### config.mk
export PLATFORM = sky130hd
export DESIGN_NAME = ins_fetch_unit
export DESIGN_NICKNAME = d
export VERILOG_FILES = /design/src/rtl/ins_pkg.sv /design/src/rtl/ins_mem.sv /design/src/rtl/ins_fetch_unit.sv
export SDC_FILE = /design/constraint.sdc
export NUM_CORES = 1
export LEC_CHECK = 0
export CORE_MARGIN = 4
export CORE_UTILIZATION = 61
export CTS_BUF_LIST = sky130_fd_sc_hd__clkbuf_4
export CTS_CLUSTER_SIZE = 25
export DETAILED_ROUTE_END_ITERATION = 8
export PLACE_DENSITY = 0.84
export RECOVER_POWER = 50
export SETUP_SLACK_MARGIN = 0.4
export SLEW_MARGIN = 20
export SYNTH_ARGS = -nofsm -noshare
export SYNTH_HDL_FRONTEND = slang
export SYNTH_SLANG_ARGS = --single-unit
### constraint.sdc
create_clock -name clk -period 3.7 [get_ports clk]
set_input_delay 0.37 -clock clk [delete_from_list [all_inputs] [get_ports clk]]
set_output_delay 0.37 -clock clk [all_outputs]
set_load 0.05 [all_outputs]
### src/rtl/ins_pkg.sv
// ins_pkg
//   Shared definitions for the instruction fetch unit: FSM state encoding,
//   default geometry constants and the optional boot image.
//   Boot image contents are used only when INS_BOOT_IMAGE_EN is defined.
package ins_pkg;

    // Default geometry: 16-bit instructions, 64 words, 8-bit byte address.
    localparam int unsigned DefaultIw    = 16;
    localparam int unsigned DefaultDepth = 64;
    localparam int unsigned DefaultAw    = 8;

    typedef enum logic [1:0] {
        StIdle = 2'd0,
        StRun  = 2'd1,
        StHalt = 2'd2
    } ins_state_e;

    // Boot image written into words 0..BootWords-1 on reset (zero-extended to IW).
    localparam int unsigned BootWords = 10;
    localparam int unsigned BootIdxW  = $clog2(BootWords);

    localparam logic [15:0] BootImage [BootWords] = '{
        16'hF120, 16'hF121, 16'h93FF, 16'h834C, 16'hF564,
        16'hF155, 16'hFFF1, 16'hF487, 16'hF468, 16'h9402
    };

    // Boot word for a memory index; zero beyond the end of the image.
    function automatic logic [15:0] boot_word(input int unsigned idx);
        logic [15:0] w_word;
        w_word = '0;
        if (idx < BootWords) begin
            w_word = BootImage[idx[BootIdxW-1:0]];
        end
        return w_word;
    endfunction

endpackage

### src/rtl/ins_mem.sv
// ins_mem
//   Instruction storage: one write port, one synchronous read port with a
//   read-enable so the read register can hold its value across stalls.
//   Macro: INS_BOOT_IMAGE_EN -- when defined, reset loads the boot image into
//   the array; otherwise the array is only written through the write port.
// Ports
//   clk      clock
//   rst      asynchronous active-high reset (clears the read register)
//   i_we     write strobe
//   i_waddr  write word index
//   i_wdata  write data
//   i_re     read enable; o_rdata holds when low
//   i_raddr  read word index
//   o_rdata  registered read data
module ins_mem
    import ins_pkg::*;
#(
    parameter int unsigned IW    = DefaultIw,
    parameter int unsigned DEPTH = DefaultDepth,
    parameter int unsigned WAW   = $clog2(DEPTH)
) (
    input  logic           clk,
    input  logic           rst,
    input  logic           i_we,
    input  logic [WAW-1:0] i_waddr,
    input  logic [IW-1:0]  i_wdata,
    input  logic           i_re,
    input  logic [WAW-1:0] i_raddr,
    output logic [IW-1:0]  o_rdata
);

    logic [IW-1:0] r_mem [DEPTH];
    logic [IW-1:0] r_rdata;

`ifdef INS_BOOT_IMAGE_EN
    always_ff @(posedge clk or posedge rst) begin
        if (rst) begin
            for (int unsigned i = 0; i < DEPTH; i++) begin
                r_mem[WAW'(i)] <= IW'(boot_word(i));
            end
        end else if (i_we) begin
            r_mem[i_waddr] <= i_wdata;
        end
    end
`else
    // No reset on the array: contents survive reset.
    always_ff @(posedge clk) begin
        if (i_we) begin
            r_mem[i_waddr] <= i_wdata;
        end
    end
`endif

    always_ff @(posedge clk or posedge rst) begin
        if (rst) begin
            r_rdata <= '0;
        end else if (i_re) begin
            r_rdata <= r_mem[i_raddr];
        end
    end

    assign o_rdata = r_rdata;

endmodule

### src/rtl/ins_fetch_unit.sv
// ins_fetch_unit
//   Sequential instruction fetcher with program-load port, stall, redirect
//   and sticky range/alignment fault. FSM: IDLE -> RUN -> (IDLE | HALT).
//   Macro: INS_BOOT_IMAGE_EN (handled in ins_mem) preloads a boot image on reset.
// Ports
//   clk, rst              clock, asynchronous active-high reset
//   ld_en/ld_addr/ld_data program load (honoured only in IDLE)
//   start, stop           begin fetching at byte 0 / return to IDLE
//   stall                 hold PC and outputs
//   redir_valid/addr      branch redirect to a byte address
//   out_valid/instr/pc    fetched instruction and its byte address
//   fault                 sticky range/alignment fault (state HALT)
//   busy                  high while in RUN
module ins_fetch_unit
    import ins_pkg::*;
#(
    parameter int unsigned IW    = DefaultIw,
    parameter int unsigned DEPTH = DefaultDepth,
    parameter int unsigned AW    = DefaultAw
) (
    input  logic                     clk,
    input  logic                     rst,
    input  logic                     ld_en,
    input  logic [$clog2(DEPTH)-1:0] ld_addr,
    input  logic [IW-1:0]            ld_data,
    input  logic                     start,
    input  logic                     stop,
    input  logic                     stall,
    input  logic                     redir_valid,
    input  logic [AW-1:0]            redir_addr,
    output logic                     out_valid,
    output logic [IW-1:0]            out_instr,
    output logic [AW-1:0]            out_pc,
    output logic                     fault,
    output logic                     busy
);

    localparam int unsigned WAW = $clog2(DEPTH);
    localparam int unsigned BPI = IW / 8;

    ins_state_e    r_state;
    logic [AW-1:0] r_pc;
    logic [AW-1:0] r_out_pc;
    logic          r_out_valid;
    logic          r_fault;

    logic [AW-1:0]  w_word_idx;
    logic           w_in_range;
    logic           w_redir_misaligned;
    logic           w_fetch;
    logic           w_mem_we;
    logic [WAW-1:0] w_rd_addr;

    assign w_word_idx         = r_pc / AW'(BPI);
    assign w_in_range         = 32'(w_word_idx) < DEPTH;
    assign w_redir_misaligned = (redir_addr % AW'(BPI)) != '0;
    assign w_rd_addr          = w_word_idx[WAW-1:0];

    // A fetch happens only when RUN has no higher-priority event this cycle;
    // the memory read register then doubles as out_instr and holds otherwise.
    assign w_fetch  = (r_state == StRun) && !stop && !redir_valid && !stall && w_in_range;
    assign w_mem_we = ld_en && (r_state == StIdle);

    ins_mem #(
        .IW    (IW),
        .DEPTH (DEPTH),
        .WAW   (WAW)
    ) u_mem (
        .clk     (clk),
        .rst     (rst),
        .i_we    (w_mem_we),
        .i_waddr (ld_addr),
        .i_wdata (ld_data),
        .i_re    (w_fetch),
        .i_raddr (w_rd_addr),
        .o_rdata (out_instr)
    );

    always_ff @(posedge clk or posedge rst) begin
        if (rst) begin
            r_state     <= StIdle;
            r_pc        <= '0;
            r_out_pc    <= '0;
            r_out_valid <= 1'b0;
            r_fault     <= 1'b0;
        end else begin
            unique case (r_state)
                StIdle: begin
                    if (start) begin
                        r_pc    <= '0;
                        r_state <= StRun;
                    end
                end
                StRun: begin
                    if (stop) begin
                        r_out_valid <= 1'b0;
                        r_state     <= StIdle;
                    end else if (redir_valid) begin
                        r_out_valid <= 1'b0;
                        if (w_redir_misaligned) begin
                            r_fault <= 1'b1;
                            r_state <= StHalt;
                        end else begin
                            r_pc <= redir_addr;
                        end
                    end else if (stall) begin
                        // hold everything
                    end else if (!w_in_range) begin
                        // No wrap-around: running off the end is fatal.
                        r_out_valid <= 1'b0;
                        r_fault     <= 1'b1;
                        r_state     <= StHalt;
                    end else begin
                        r_out_valid <= 1'b1;
                        r_out_pc    <= r_pc;
                        r_pc        <= r_pc + AW'(BPI);
                    end
                end
                StHalt: begin
                    r_out_valid <= 1'b0;
                end
                default: begin
                    r_state <= StIdle;
                end
            endcase
        end
    end

    assign out_valid = r_out_valid;
    assign out_pc    = r_out_pc;
    assign fault     = r_fault;
    assign busy      = (r_state == StRun);

endmodule
# Word level (Yosys, flattened, before mapping)
# Memories as Yosys holds them, arrays and structs flattened. A register that Yosys moved wholly into a read port is not among the register bits.
# Cells that the tools add are included.
# classes
add_sub_neg,1
n_lt_le_gt_ge,1
eq_ne,13
mux,25
bitwise,4
n_reduce_logical,16
# ops
op,count
2-to-1 mux 8 bit,6
one-hot mux 8 bit (2 select lines),1
AND reduction 5 bit,3
2-to-1 mux 2 bit,6
inequality test 4 bit (second input constant),3
2-to-1 mux 1 bit,10
adder 8 x 2 -> 8 bit (second input constant),1
less-than comparator 7 bit (second input constant),1
inequality test 2 bit (second input constant),3
inequality test 3 bit (second input constant),2
one-hot mux 2 bit (3 select lines),1
AND reduction 6 bit,1
logical AND 1 bit,5
inequality test 2 x 1 -> 1 bit (second input constant),2
NOT 1 bit,4
nonzero test 2 bit,2
zero test 1 bit,3
inequality test 3 x 2 -> 1 bit (second input constant),1
== test 2 x 1 -> 1 bit (second input constant),1
== test 2 bit (second input constant),1
zero test 2 bit,1
one-hot mux 1 bit (2 select lines),1
AND reduction 2 bit,1
# word_totals
reg_bits,20
ram_bits,1024
input_bits,37
memories,1
# mem_list
name,depth,word_bits,read_ports,rd_clocked_by_memory_dff,write_ports,line,text
u_mem.r_mem,64,16,1,1,1,ins_mem.sv:32,logic [IW-1:0] r_mem [DEPTH];

# Longest topological paths before layout
# logic_depth
ltp_word,6
ltp_mapped,11
mapped_depth_nobuf,8

# Hierarchy
# From an unflattened synthesis, not the netlist that was laid out.
# unflattened
cells_unflattened,2056
hier_area_um2,41118.2
# by_module_without_submodules
module,n_inst,cells_each,area_each_um2,seq_area_each_um2
ins_mem,1,1949,40024.6,31149.9
ins_fetch_unit,1,107,1093.5,450.4

# Worst setup path before layout
# OpenSTA, ideal clock, no wires.
# synth_path
path_kind,input-to-reg
startpoint,input port ld_addr[3]
endpoint,memory u_mem.r_mem[10][0] (netlist bit) (enable)
setup_ns,0.388
arrival_time_ns,1.890
required_ns,3.312
setup_slack_ns,1.422
cell_stages,4
path_buffers,2
path_cell_list,clkbuf_1 > or3b_2 > clkbuf_1 > nor2_1
# synth_rtl
element,line,text
"start, declared",ins_fetch_unit.sv:24,"input logic [$clog2(DEPTH)-1:0] ld_addr,"
"end, declared",ins_mem.sv:32,
# No word-level cell before the write port.

# Worst setup path in the final report
# layout_path
startpoint,register r_pc[3]
endpoint,register u_mem.r_rdata[11] (netlist: u_mem.o_rdata[11]) (read register of u_mem.r_mem)
# layout_via
elab_chain_len,2
# layout_rtl
element,line,text
"start, declared",ins_fetch_unit.sv:42,logic [AW-1:0] r_pc;
"start signal, assigned",ins_fetch_unit.sv:104,r_pc <= redir_addr;
"start signal, assigned",ins_fetch_unit.sv:116,r_pc <= r_pc + AW'(BPI);
less-than comparator 7 bit,ins_fetch_unit.sv:55,assign w_in_range = 32'(w_word_idx) < DEPTH;
logical AND 1 bit,ins_fetch_unit.sv:61,assign w_fetch = (r_state == StRun) && !stop && !redir_valid && !stall && w_in_range;
"end, declared",ins_mem.sv:33,logic [IW-1:0] r_rdata;
# Parallel ways exist; a longest one is shown, timed or not.
# A chain may end at the register's enable or synchronous reset.

==> impl_summary.txt <==
----------------------------------------------------
[Run status]
  Status ... finished, violations left
  Violated checks ... DRC, capacitance limit, slew limit

[Hold path]
  HP Class ... primary input to register
  Number of stages on the worst hold path ... 3

[Yosys]
  Share of the yosys chip area belonging to registers ... approximately 77%
  Post-synthesis area per instance ... 20.3 um2
  Register bit count reported by yosys ... 1058
  Top flip-flop cell by instance count after synthesis ... sky130_fd_sc_hd__edfxtp_1
  Post-synth EDFFs ... around 1000
  Async S/R FF share, synth ... under 10%
  Total nets after synthesis ... 2064
  Synth cell types ... 58
  Mapped cell area ... 41100 um2
  Yosys Warn Count ... 0
  Syn Inst Count ... around 2000

[Setup path]
  Critical Path Sink Type ... register
  Worst reg2reg path depth ... 5
  Critical path fanouts, max ... 39
  Data required time of the worst path ... 4690 ps
  Worst Path Arrival ... 4180 ps
  Element type at the critical path start ... register
  Startpoint-to-endpoint class of the critical path ... register to register

[Placed design]
  Final estimated routing congestion in global placement ... 0.904
  DP Cell Count ... about 3000
  Setup slack at placement ... 209 ps
  Number of buffer cells added on primary ports ... 62
  Placement Cell Area ... 43400 um2
  Detail Placement HPWL ... approximately 64000 um

[Power]
  Maximum resistive drop on vdd ... 0.000391 V
  Power after layout ... a little over 30 mW
  Clock group share of total power ... 28.8%
  Static power due to leakage ... between 10 and 15 nW
  Power per cell area ... 662 nW/um2
  Sequential Power Share ... 44.6%
  Switching share of power ... between 30% and 40%
  Combinational share of power ... 26.6%
  P_int ... 21.1 mW
  Reported net switching power ... 9.80 mW

[Final layout]
  Core occupancy in the finished layout ... a little over two thirds
  Commonest non-fill, non-tap cells in the layout ... sky130_fd_sc_hd__edfxtp_1, sky130_fd_sc_hd__clkbuf_4, sky130_fd_sc_hd__mux4_2
  Fraction of layout instances using a drive strength above 1 ... 28.5%
  Number of non-filler instances in the completed layout ... 3462
  Most common library cell in the layout ignoring fill and taps ... sky130_fd_sc_hd__edfxtp_1
  Post-layout instance area ... 46700 um2
  Area growth, synth to finish ... 13.6%
  Final net count ... 2438

[STA]
  Worst-Margin Slew ... between 3000 and 4000 ps
  Setup repair after global routing missed its margin ... no
  Final setup violation count ... 0
  Min setup slack post-route ... between 500 and 600 ps
  Sum Neg Setup Slack ... 0 ps
  Slew margin rel. ... -110%
  Final period demand of the worst path ... 3200 ps
  Final worst clock skew ... 72.7 ps
  Maximum frequency from static timing analysis ... 313 MHz
  Hold violation count in the final report ... 0
  Max-slew violation count ... 839
  Final period util ... 86.4%
  Worst-case hold slack ... 165 ps

[Detailed routing]
  Post-Route WL ... ~110000 um
  Drc violations ... 2
  Routed WL per cell ... 30.5 um
  Initial DRC Count ... 3970
  Pre-Repair DR Iteration Count ... 9
  ANT nets after route ... 0
  Post-detailed-route via-to-cell ratio ... 6.76
  Vias ... 23397

[Die]
  Y dimension of the die ... 268 um
  Starting density of the core ... 62.0%
  Core region area ... 66300 um2
  Top-level port count ... 64
  Row count ... 94
  Horizontal die dimension ... between 200 and 300 um
  Die outline area ... 71700 um2

[Run]
  Max-cap viol count ... 17

[Clock network]
  Clock Sink Count ... 1058
  Master cell of the clock root buffer ... sky130_fd_sc_hd__clkbuf_4
  Clock Tree Buf Depth ... 3
  Clock-pin slew reported for the worst setup and hold paths after clock tree synthesis ... about 70 ps
  Clock tree from TritonCTS ... done
  Clock network latency to the later pin of the worst-skew pair ... 1080 ps
  Depth of the CTS H-tree ... 4
  CTS buffer count ... approximately 240

[Global route]
  Initial antenna violation count ... 11
  Overflow left after global routing ... 0
  Wire length of the first global-routing pass ... 153000 um
  Largest net degree at the start of global routing ... 65
  Tot GR Track Use ... 29.8%
  Vias in the first global route ... 23024

----------------------------------------------------
sequential cells by signal, summed over array words and instances (netlist names):
| name | cells |
|---|---|
| fault | 1 |
| out_pc | 7 |
| out_valid | 1 |
| r_pc | 7 |
| r_state | 2 |
| u_mem.o_rdata | 16 |
| u_mem.r_mem | 1024 |
final cells by class:
class                      count  area (um2)
timing repair buffer         247        2070
sequential                  1058       31600
multi-input combinational    843        8880
clock inverter                82         397
fill                        3717       19600
antenna                        7        17.5
tap                          864        1080
clock buffer                 353        2650
inverter                       8        30.0
kinds of logic after synthesis:
group                      after synthesis  share of synthesized area (%)
AOI/OAI and AO/OA                      216                           3.80
muxes                                  340                           14.4
buffers and inverters                  121                           1.69
other                                    1                        0.00912
DFF                                   1058                           76.8
adders and majority gates                5                          0.152
and+or+nand+nor                        281                           3.15
timing repair:
item                       in CTS  in global routing
hold buffers                   22                  5
gates cloned                    0                  0
hold endpoints to repair      345                316
setup buffers                   0                  2
pin swaps                       0                  0
resized for setup               3                  3
setup endpoints to repair       4                  4
power by group through the flow:
stage / Combinational (mW) / Sequential, mW / Clock (mW)
global route: 8.45 / 13.8 / 9.74
global placement: 7.57 / 14.0 / 0
finish: 8.23 / 13.8 / 8.90
detailed placement: 7.77 / 14.1 / 0
CTS: 7.87 / 13.8 / 9.01
floorplan: 4.70 / 14.2 / 0
worst paths after layout:
path | start | endpoint | slack, ps
max | r_pc[3] | u_mem.o_rdata[11] | 500
min | stall | fault | 160
max reg2reg | r_pc[3] | u_mem.o_rdata[11] | 500
min reg2reg | out_pc[7] | out_pc[7] | 480
max in group asynchronous | rst | u_mem.o_rdata[15] | 1990
min in group asynchronous | rst | r_pc[2] | 480
synthesized netlist by cell type, drive strengths merged (6+ instances only):
cell    instances  share of area [%]
a211oi         20               0.36
nand4           6              0.091
o21ai          23               0.28
nand2          81               0.74
a31oi           9               0.14
dfrtp          34                2.1
clkbuf         38               0.35
nor2b          12               0.18
a21oi          25               0.30
nand2b         13               0.20
inv             8              0.073
a22o           11               0.23
nand3          35               0.43
nor3            6              0.073
nor2           99               0.91
a22oi          56                1.0
nand3b          9               0.16
buf            75                1.3
o221ai         10               0.21
edfxtp       1024                 75
o22ai          16               0.24
mux2i         135                3.3
mux4          200                 11
o32a           10               0.24
a221oi          6               0.13
critical path: stages, from the launching register on:
cell                       delay (ps)
sky130_fd_sc_hd__dfrtp_4          910
sky130_fd_sc_hd__nand3b_1         510
sky130_fd_sc_hd__o221ai_1         460
sky130_fd_sc_hd__a211oi_1         180
sky130_fd_sc_hd__nor3_1           720
sky130_fd_sc_hd__o32a_1           290
per-layer routing:
| layer | up-vias | routed length [um] | track usage, % | part of all wire [%] |
|---|---|---|---|---|
| li1 | 9322 | - | - | - |
| met1 | 11614 | 35300 | 40.4 | 33 |
| met2 | 2130 | 49300 | 44.7 | 47 |
| met3 | 325 | 16200 | 10.1 | 15 |
| met4 | 6 | 4680 | 13.5 | 4.4 |
| met5 | - | 86 | 0.0676 | 0.082 |
Power figures use the tool's default switching activity.
